===== config.mk =====
export PLATFORM = sky130hd
export DESIGN_NAME = fb_arbiter_flat
export DESIGN_NICKNAME = d
export VERILOG_FILES = /design/src/rtl/fb_arbiter_pkg.sv /design/src/rtl/fb_arbiter_if.sv /design/src/rtl/fb_req_buf.sv /design/src/rtl/fb_arbiter.sv /design/src/flat_wrapper.sv
export SDC_FILE = /design/constraint.sdc
export NUM_CORES = 1
export LEC_CHECK = 0
export ABC_AREA = 1
export CORE_AREA = 2 2 80 82
export DETAILED_ROUTE_END_ITERATION = 8
export DIE_AREA = 0 0 82 84
export PLACE_DENSITY = 0.75
export SYNTH_ARGS = -nofsm -noshare
export SYNTH_HDL_FRONTEND = slang
export SYNTH_SLANG_ARGS = --single-unit

===== constraint.sdc =====
create_clock -name clk -period 1.45 [get_ports clk]
set_input_delay 0.29 -clock clk [delete_from_list [all_inputs] [get_ports clk]]
set_output_delay 0.29 -clock clk [all_outputs]
set_load 0.01 [all_outputs]

===== src/rtl/fb_arbiter_pkg.sv =====
// Shared definitions for the framebuffer SRAM arbiter.
//   FB_AW            default SRAM byte-address width
//   FB_STALL_LIMIT   default PENDING clocks without vga_idle before a forced slot
//   fb_state_t       request buffer state encoding
package fb_arbiter_pkg;

    localparam int unsigned FB_AW          = 21;
    localparam int unsigned FB_STALL_LIMIT = 15;

    typedef enum logic {
        ST_EMPTY   = 1'b0,
        ST_PENDING = 1'b1
    } fb_state_t;

endpackage : fb_arbiter_pkg


===== src/rtl/fb_arbiter_if.sv =====
// CPU request/response channel of the framebuffer arbiter.
//   cpu_valid/cpu_ready  request handshake, accepted on valid & ready
//   cpu_we/addr/wdata    request payload, sampled at accept
//   cpu_rdata            read result, holds until the next read completes
//   cpu_rvalid           one-clock pulse when cpu_rdata is updated
// Modports: master = CPU side, slave = arbiter side.
interface fb_arbiter_if
    import fb_arbiter_pkg::*;
#(
    parameter int unsigned AW = FB_AW
);
    logic          cpu_valid;
    logic          cpu_ready;
    logic          cpu_we;
    logic [AW-1:0] cpu_addr;
    logic [7:0]    cpu_wdata;
    logic [7:0]    cpu_rdata;
    logic          cpu_rvalid;

    modport master (
        output cpu_valid, cpu_we, cpu_addr, cpu_wdata,
        input  cpu_ready, cpu_rdata, cpu_rvalid
    );

    modport slave (
        input  cpu_valid, cpu_we, cpu_addr, cpu_wdata,
        output cpu_ready, cpu_rdata, cpu_rvalid
    );
endinterface : fb_arbiter_if


===== src/rtl/fb_req_buf.sv =====
// One-entry CPU request buffer plus stall watchdog.
//   clk, reset           clock, synchronous active-high reset
//   cpu_valid/cpu_ready  request handshake (ready = buffer empty)
//   cpu_we/addr/wdata    request payload, latched at accept
//   vga_idle             scan-out slot strobe
//   slot                 the current clock is the CPU's bus slot
//   req_we/addr/wdata    held request, drives the bus mux during the slot
module fb_req_buf
    import fb_arbiter_pkg::*;
#(
    parameter int unsigned AW          = FB_AW,
    parameter int unsigned STALL_LIMIT = FB_STALL_LIMIT
) (
    input  logic          clk,
    input  logic          reset,
    input  logic          cpu_valid,
    output logic          cpu_ready,
    input  logic          cpu_we,
    input  logic [AW-1:0] cpu_addr,
    input  logic [7:0]    cpu_wdata,
    input  logic          vga_idle,
    output logic          slot,
    output logic          req_we,
    output logic [AW-1:0] req_addr,
    output logic [7:0]    req_wdata
);

    localparam int unsigned SW = (STALL_LIMIT < 1) ? 1 : $clog2(STALL_LIMIT + 1);
    localparam logic [SW-1:0] STALL_MAX = SW'(STALL_LIMIT);

    fb_state_t     state;
    logic [SW-1:0] stall;

    assign cpu_ready = (state == ST_EMPTY);

    // Forced slot lands on the clock the counter sits at its limit,
    // i.e. the (STALL_LIMIT+1)th PENDING clock.
    assign slot = (state == ST_PENDING) && (vga_idle || (stall == STALL_MAX));

    always_ff @(posedge clk) begin
        if (reset) begin
            state     <= ST_EMPTY;
            stall     <= '0;
            req_we    <= 1'b0;
            req_addr  <= '0;
            req_wdata <= '0;
        end else begin
            case (state)
                ST_EMPTY: begin
                    stall <= '0;
                    if (cpu_valid) begin
                        req_we    <= cpu_we;
                        req_addr  <= cpu_addr;
                        req_wdata <= cpu_wdata;
                        state     <= ST_PENDING;
                    end
                end
                ST_PENDING: begin
                    if (slot) begin
                        stall <= '0;
                        state <= ST_EMPTY;
                    end else if (stall != STALL_MAX) begin
                        stall <= stall + SW'(1);
                    end
                end
                default: begin
                    stall <= '0;
                    state <= ST_EMPTY;
                end
            endcase
        end
    end

endmodule : fb_req_buf


===== src/rtl/fb_arbiter.sv =====
// Framebuffer SRAM arbiter: scan-out reads own the bus except during the
// CPU slot (vga_idle clock, or a watchdog-forced clock).
//   clk, reset        clock, synchronous active-high reset
//   vga_addr/vga_rd   scan-out address / read data (zero-latency pass-through)
//   vga_idle          scan-out slot strobe
//   cpu               CPU request channel (fb_arbiter_if.slave)
//   sram_*            asynchronous SRAM pins; d_oe enables the data driver
module fb_arbiter
    import fb_arbiter_pkg::*;
#(
    parameter int unsigned AW          = FB_AW,
    parameter int unsigned STALL_LIMIT = FB_STALL_LIMIT
) (
    input  logic          clk,
    input  logic          reset,
    input  logic [AW-1:0] vga_addr,
    output logic [7:0]    vga_rd,
    input  logic          vga_idle,
    fb_arbiter_if.slave   cpu,
    output logic [AW-1:0] sram_a,
    output logic [7:0]    sram_d_o,
    output logic          sram_d_oe,
    input  logic [7:0]    sram_d_i,
    output logic          sram_we_n,
    output logic          sram_oe_n
);

    logic          slot;
    logic          req_we;
    logic [AW-1:0] req_addr;
    logic [7:0]    req_wdata;

    fb_req_buf #(
        .AW          (AW),
        .STALL_LIMIT (STALL_LIMIT)
    ) u_req_buf (
        .clk       (clk),
        .reset     (reset),
        .cpu_valid (cpu.cpu_valid),
        .cpu_ready (cpu.cpu_ready),
        .cpu_we    (cpu.cpu_we),
        .cpu_addr  (cpu.cpu_addr),
        .cpu_wdata (cpu.cpu_wdata),
        .vga_idle  (vga_idle),
        .slot      (slot),
        .req_we    (req_we),
        .req_addr  (req_addr),
        .req_wdata (req_wdata)
    );

    assign vga_rd = sram_d_i;

    // Every bus output derives from registers (plus the registered vga_idle),
    // so the write strobe is a clean single-clock pulse with stable a/d.
    always_comb begin
        sram_a    = vga_addr;
        sram_d_o  = req_wdata;
        sram_d_oe = 1'b0;
        sram_we_n = 1'b1;
        sram_oe_n = 1'b0;
        if (slot) begin
            sram_a = req_addr;
            if (req_we) begin
                sram_oe_n = 1'b1;
                sram_d_oe = 1'b1;
                sram_we_n = 1'b0;
            end
        end
    end

    always_ff @(posedge clk) begin
        if (reset) begin
            cpu.cpu_rvalid <= 1'b0;
            cpu.cpu_rdata  <= '0;
        end else begin
            cpu.cpu_rvalid <= slot && !req_we;
            if (slot && !req_we) begin
                cpu.cpu_rdata <= sram_d_i;
            end
        end
    end

endmodule : fb_arbiter


===== src/flat_wrapper.sv =====
// flat-port wrapper written by rule: the top's interface ports become plain ports
module fb_arbiter_flat import fb_arbiter_pkg::*;
#(
    parameter int unsigned AW          = FB_AW,
    parameter int unsigned STALL_LIMIT = FB_STALL_LIMIT
)
  (clk, reset, vga_addr, vga_rd, vga_idle, sram_a, sram_d_o, sram_d_oe, sram_d_i, sram_we_n, sram_oe_n, cpu_cpu_valid, cpu_cpu_we, cpu_cpu_addr, cpu_cpu_wdata, cpu_cpu_ready, cpu_cpu_rdata, cpu_cpu_rvalid);
  fb_arbiter_if #(.AW(AW)) cpu_i ();
  input  logic clk;
  input  logic reset;
  input  logic [AW-1:0] vga_addr;
  output logic [7:0] vga_rd;
  input  logic vga_idle;
  output logic [AW-1:0] sram_a;
  output logic [7:0] sram_d_o;
  output logic sram_d_oe;
  input  logic [7:0] sram_d_i;
  output logic sram_we_n;
  output logic sram_oe_n;
  input wire logic [$bits(cpu_i.cpu_valid)-1:0] cpu_cpu_valid;
  input wire logic [$bits(cpu_i.cpu_we)-1:0] cpu_cpu_we;
  input wire logic [$bits(cpu_i.cpu_addr)-1:0] cpu_cpu_addr;
  input wire logic [$bits(cpu_i.cpu_wdata)-1:0] cpu_cpu_wdata;
  output wire logic [$bits(cpu_i.cpu_ready)-1:0] cpu_cpu_ready;
  output wire logic [$bits(cpu_i.cpu_rdata)-1:0] cpu_cpu_rdata;
  output wire logic [$bits(cpu_i.cpu_rvalid)-1:0] cpu_cpu_rvalid;
  assign cpu_i.cpu_valid = cpu_cpu_valid;
  assign cpu_i.cpu_we = cpu_cpu_we;
  assign cpu_i.cpu_addr = cpu_cpu_addr;
  assign cpu_i.cpu_wdata = cpu_cpu_wdata;
  assign cpu_cpu_ready = cpu_i.cpu_ready;
  assign cpu_cpu_rdata = cpu_i.cpu_rdata;
  assign cpu_cpu_rvalid = cpu_i.cpu_rvalid;
  fb_arbiter #(.AW(AW), .STALL_LIMIT(STALL_LIMIT)) u_core (.clk(clk), .reset(reset), .vga_addr(vga_addr), .vga_rd(vga_rd), .vga_idle(vga_idle), .cpu(cpu_i), .sram_a(sram_a), .sram_d_o(sram_d_o), .sram_d_oe(sram_d_oe), .sram_d_i(sram_d_i), .sram_we_n(sram_we_n), .sram_oe_n(sram_oe_n));
endmodule

# Word-level counts from Yosys, hierarchy flattened
# Index checks and enable logic that the tools add are counted.
dict set report totals {
  wordCells 28
  reg_bits 44
  inputBits 63
}
dict set report op_classes {
  addsub 1
  n_eq_ne 3
  n_reduce_logical 5
  n_bitwise 1
  muxes 11
}
# cell n
set ops {}
lappend ops {{2-to-1 mux 21 bit} 1}
lappend ops {{2-to-1 mux 4 bit} 2}
lappend ops {{case mux 4 bit (2 select lines)} 1}
lappend ops {{2-to-1 mux 1 bit} 6}
lappend ops {{adder 4 x 1 -> 4 bit (second input constant)} 1}
lappend ops {{== test 4 bit (second input constant)} 1}
lappend ops {{!= test 4 bit (second input constant)} 1}
lappend ops {{!= test 3 x 1 -> 1 bit (second input constant)} 1}
lappend ops {{logical AND 1 bit} 2}
lappend ops {{case mux 1 bit (2 select lines)} 1}
lappend ops {{AND reduction 2 bit} 1}
lappend ops {{logical NOT 1 bit} 1}
lappend ops {{logical OR 1 bit} 1}
lappend ops {{NOT 1 bit} 1}

# Depth between registers and ports, before layout
dict set report depth {
  depth_word 5
  depth_mapped 8
}

# Hierarchy
# From an unflattened synthesis, not the netlist that was laid out.
dict set report hier_totals {
  hier_cells 290
  hier_area_um2 1978.1
}
# module seq_area_each_um2 cells_per_inst n_inst area_per_inst_um2
set modules_own_cells {}
lappend modules_own_cells {fb_req_buf 700.7 157 1 1273.7}
lappend modules_own_cells {fb_arbiter 180.2 133 1 704.4}

# Least setup slack after synthesis
# OpenSTA, ideal clock, no wires.
dict set report synth_timing {
  path_type {reg-to-output}
  startpoint {reg u_core.u_req_buf.stall[0]}
  endpoint {out sram_oe_n}
  arrival_time_ps 1233
  setup_slack_ps -73
  required_ps 1160
  path_buffers 1
  stages_incl_launch_ff 7
  cell_sequence {dfxtp_1 > ha_1 > nand3_2 > nand2_4 > nand2_4 > nor2_1 > buf_4}
}
dict set report synth_via {
  elab_chain_cells 4
}
# element line_no
set synth_rtl {}
lappend synth_rtl {{start: declaration} fb_req_buf.sv:32} ;# logic [SW-1:0] stall;
lappend synth_rtl {{start signal: assignment} fb_req_buf.sv:63} ;# stall <= stall + SW'(1);
lappend synth_rtl {{== test 4 bit} fb_req_buf.sv:38} ;# assign slot = (state == ST_PENDING) && (vga_idle || (stall == STALL_MAX));
lappend synth_rtl {{logical OR 1 bit} fb_req_buf.sv:38}
lappend synth_rtl {{logical AND 1 bit} fb_req_buf.sv:38}
lappend synth_rtl {{2-to-1 mux 1 bit} --}
lappend synth_rtl {{end: declaration} flat_wrapper.sv:19} ;# output logic sram_oe_n;
# Every way passes these cells.

# Final worst setup path
dict set report layout_timing {
  startpoint {reg u_core.u_req_buf.stall[0]}
  endpoint {out sram_a[16]}
}
dict set report layout_via {
  elab_chain_cells 4
}
# element line_no
set layout_rtl {}
lappend layout_rtl {{== test 4 bit} fb_req_buf.sv:38}
lappend layout_rtl {{logical OR 1 bit} fb_req_buf.sv:38}
lappend layout_rtl {{logical AND 1 bit} fb_req_buf.sv:38}
lappend layout_rtl {{2-to-1 mux 21 bit} fb_arbiter.sv:61} ;# if (slot) begin
lappend layout_rtl {{end: declaration} flat_wrapper.sv:14} ;# output logic [AW-1:0] sram_a;
# Every way passes these cells.

==> results <==
[sequential cells by signal, indices dropped and copies added (netlist names)]
name,flops
u_core.u_req_buf.req_addr,21
u_core.cpu.cpu_rdata,8
u_core.u_req_buf.req_wdata,8
u_core.u_req_buf.stall,4
u_core.cpu.cpu_rvalid,1
u_core.u_req_buf.req_we,1
u_core.u_req_buf.state,1
[metrics by stage]
stage               total power, W  instances  TNS, ns  hold WS (ns)
global placement          0.002158        492   -16.46        0.4608
floorplan                 0.001721        302        0        0.3624
global route              0.003118        509   -9.233        0.5191
detailed placement        0.002171        492   -17.46        0.4739
CTS                       0.002912        502   -6.941        0.4894
finish                    0.002947        509   -7.409        0.4915
[power by group through the flow]
stage               registers (W)  clock network [W]  logic [W]
CTS                       0.00135           0.000839   0.000726
finish                    0.00136           0.000809   0.000779
global route              0.00137           0.000892   0.000855
floorplan                 0.00138                  0   0.000337
global placement          0.00137                  0   0.000785
detailed placement        0.00137                  0   0.000797
[area by class of cell]
cell class | instances | area [µm²]
sequential | 44 | 887.1
multi-input combinational | 201 | 1008
fill | 589 | 2487
inverter | 32 | 132.6
timing repair buffer | 148 | 1388
tap | 77 | 96.34
clock buffer | 7 | 96.34
[logic make-up (layout without fill, tap and decap cells)]
| group | count (synthesis) | after routing | share of synthesized area, % |
|---|---|---|---|
| AND/OR/NAND/NOR | 166 | 166 | 34.24 |
| AO/OA/AOI/OAI | 32 | 32 | 7.729 |
| adder cells (fa/ha/maj) | 1 | 1 | 0.6038 |
| buffers and inverters | 57 | 187 | 14.07 |
| XOR/XNOR | 2 | 2 | 0.8456 |
| flip-flops | 44 | 44 | 42.51 |
[cell usage after synthesis (2+ instances only)]
cell type	instances	area share, %
buf_2	7	1.7
buf_4	10	3.6
buf_6	4	2.2
clkbuf_1	3	0.54
dfxtp_1	44	43
inv_1	29	5.3
inv_2	3	0.54
nand2_1	79	14
nand2_4	2	1.1
nand4_1	9	2.7
nor2_1	62	11
nor2_2	10	3.0
o21ai_0	31	7.5
[what timing repair did]
action | 4_1_cts | 5_1_grt
buffers inserted | 3 | 5
cloned | 0 | 2
endpoints found under the setup margin | 49 | 26
resized for setup | 133 | 42
hold buffers | 0 | 0
pin swaps | 4 | 8
[worst max-delay path by stage]
stage / endpoint / start / slack, ns
final: sram_a[16] / u_core.u_req_buf.stall[0]$_SDFFE_PP0P_ / -0.33
after global routing: sram_a[0] / u_core.u_req_buf.stall[1]$_SDFFE_PP0P_ / -0.40
after CTS: sram_we_n / u_core.u_req_buf.stall[1]$_SDFFE_PP0P_ / -0.31
after detailed placement: sram_d_oe / vga_idle / -0.68
after global placement: sram_a[12] / vga_idle / -0.65
after floorplan: sram_a[10] / u_core.u_req_buf.stall[0]$_SDFFE_PP0P_ / 0.004
[routing by layer]
metal  vias to the layer above  GRT usage, %
li1                       1169             -
met1                       995         18.28
met2                        65         28.68
met3                         7         4.113
met4                         0         6.061
met5                         -             0
[critical path, delay by kind of cell, from the launching register on]
kind                       cells  cell delay, ns
buffers and inverters          3            0.36
DFF                            1            0.34
and+or+nand+nor                5            0.34
adders and majority gates      1            0.17
==> reports/results.ini <==
[clock_tree]
cts_inserted_buffers = 5
cts-root-buf = clkbuf_8
cts.htree.levels = 2
clockBufferDepth = 2
clock_latency_ns = 0.29
cts_tree = built
clk_pin_slew_ns = 0.08
cts_sinks = 44

[floorplan]
die_area_mm2 = 0.006888
die_x_um = 82
io_pins = 113
rows = 29
core_area_mm2 = 0.006096
start_util_pct = 33.99
dieHeight_um = 84

[drt]
wl_met2_um = 3077
via_per_inst = 4.393
top_layer = met4
wl_per_cell_um = 11.56
antenna_left = 0
wl_met1_um = 2344
routed_wl_um = 5885
num_vias = 2236
route.met3.wl_um = 401
drc = 0
drt_iter0_drc = 60
drtPass1Iterations = 4

[min_path]
worstHoldStart = u_core.u_req_buf.req_wdata[3]$_SDFFE_PP0P_
hold_depth = 2
hold_end = u_core.u_req_buf.req_wdata[3]$_SDFFE_PP0P_
hold_class = register to register

[power_and_ir_drop]
p_sw_share_pct = 26.98
power.internal_w = 0.002152
p_leak_nw = 1.775
seqPwrFrac_pct = 46.1
combPwrFrac_pct = 26.4
p_clk_share_pct = 27.4
p_switching_w = 0.0007951
pwr_density_cell_mw_per_mm2 = 816.7
irDropWorstVdd_mv = 0.5721

[timing]
period_share_pct = 123.1
setup_viol = 24
fin_crit_ns = 1.785
rsz0062_at_grt = true
skew_ns = 0.006190
maxSlewHeadroom_pct = 83.70
slew_viol_final = 0
worst_pin_slew_ns = 0.2437
timing.final.ws_setup_ns = -0.3346
hold_viol = 0
fmax_mhz = 560.4

[cells_and_area]
antenna_cells = 0
fin_util_pct = 59.20
postLayoutCellArea_mm2 = 0.003608
final_common_cell = clkdlybuf4s50_1
finish.net_count = 496
mostFrequentLayoutCells = 62 x clkdlybuf4s50_1, 61 x nor2_1, 56 x nand2_1
area_growth_pct = 74.15
layout-drive-gt1-share_pct = 26.39

[worst_setup_path]
rrSetupSlack_ns = 0.07
crit-reg2reg-capture = u_core.u_req_buf.state$_SDFF_PP0_
reg2regPathDepth = 7
criticalPathCategory = register to output pin
worstPathCellList = ha_4, nand3_4, nand2_4, nand2_8, clkinv_8, clkbuf_16, nand2_2, nand2_1, buf_2
cp_data_required_time_ns = 1.16
cp_slowest_cell = dfxtp_2
worstPathMaxFanout = 5
r2r_start = u_core.u_req_buf.stall[0]$_SDFFE_PP0P_
cp-start-kind = register
cpPeakStageDelay_ns = 0.34
worst_setup_path_end_kind = output pin
crit_arrival_ns = 1.49

[global_routing]
grt_usage_pct = 16.24
gr-total-overflow = 0
grt_first_pass_wirelength_um = 8845
grt_max_degree = 28
antenna_found_initial = 0
grt_pass1_vias = 2029

[placement]
finalWeightedCongestion = 0.7348
dp_hpwl_um = 4220
place_ws_ns = -0.6823
place_area_mm2 = 0.003366
port-buffer-count = 112

[synth]
synthArstFlopShare_pct = 0
synthesis.area_mm2 = 0.002072
netlist_instances = 302
synthFlopType = dfxtp_1
synth_edf_count = 0
yosys_warnings = 0
syn_avg_cell_area_um2 = 6.861
ys_ff_latch = 44
synthesis.nets = 366
synth_cell_types = 22
yosysSeqAreaShare_pct = 42.51

[flow_run]
maxCapViolations = 0

[run_status]
status = complete, but fails checks
violations = negative setup slack

Note: power is estimated with default switching activity, not from simulation.
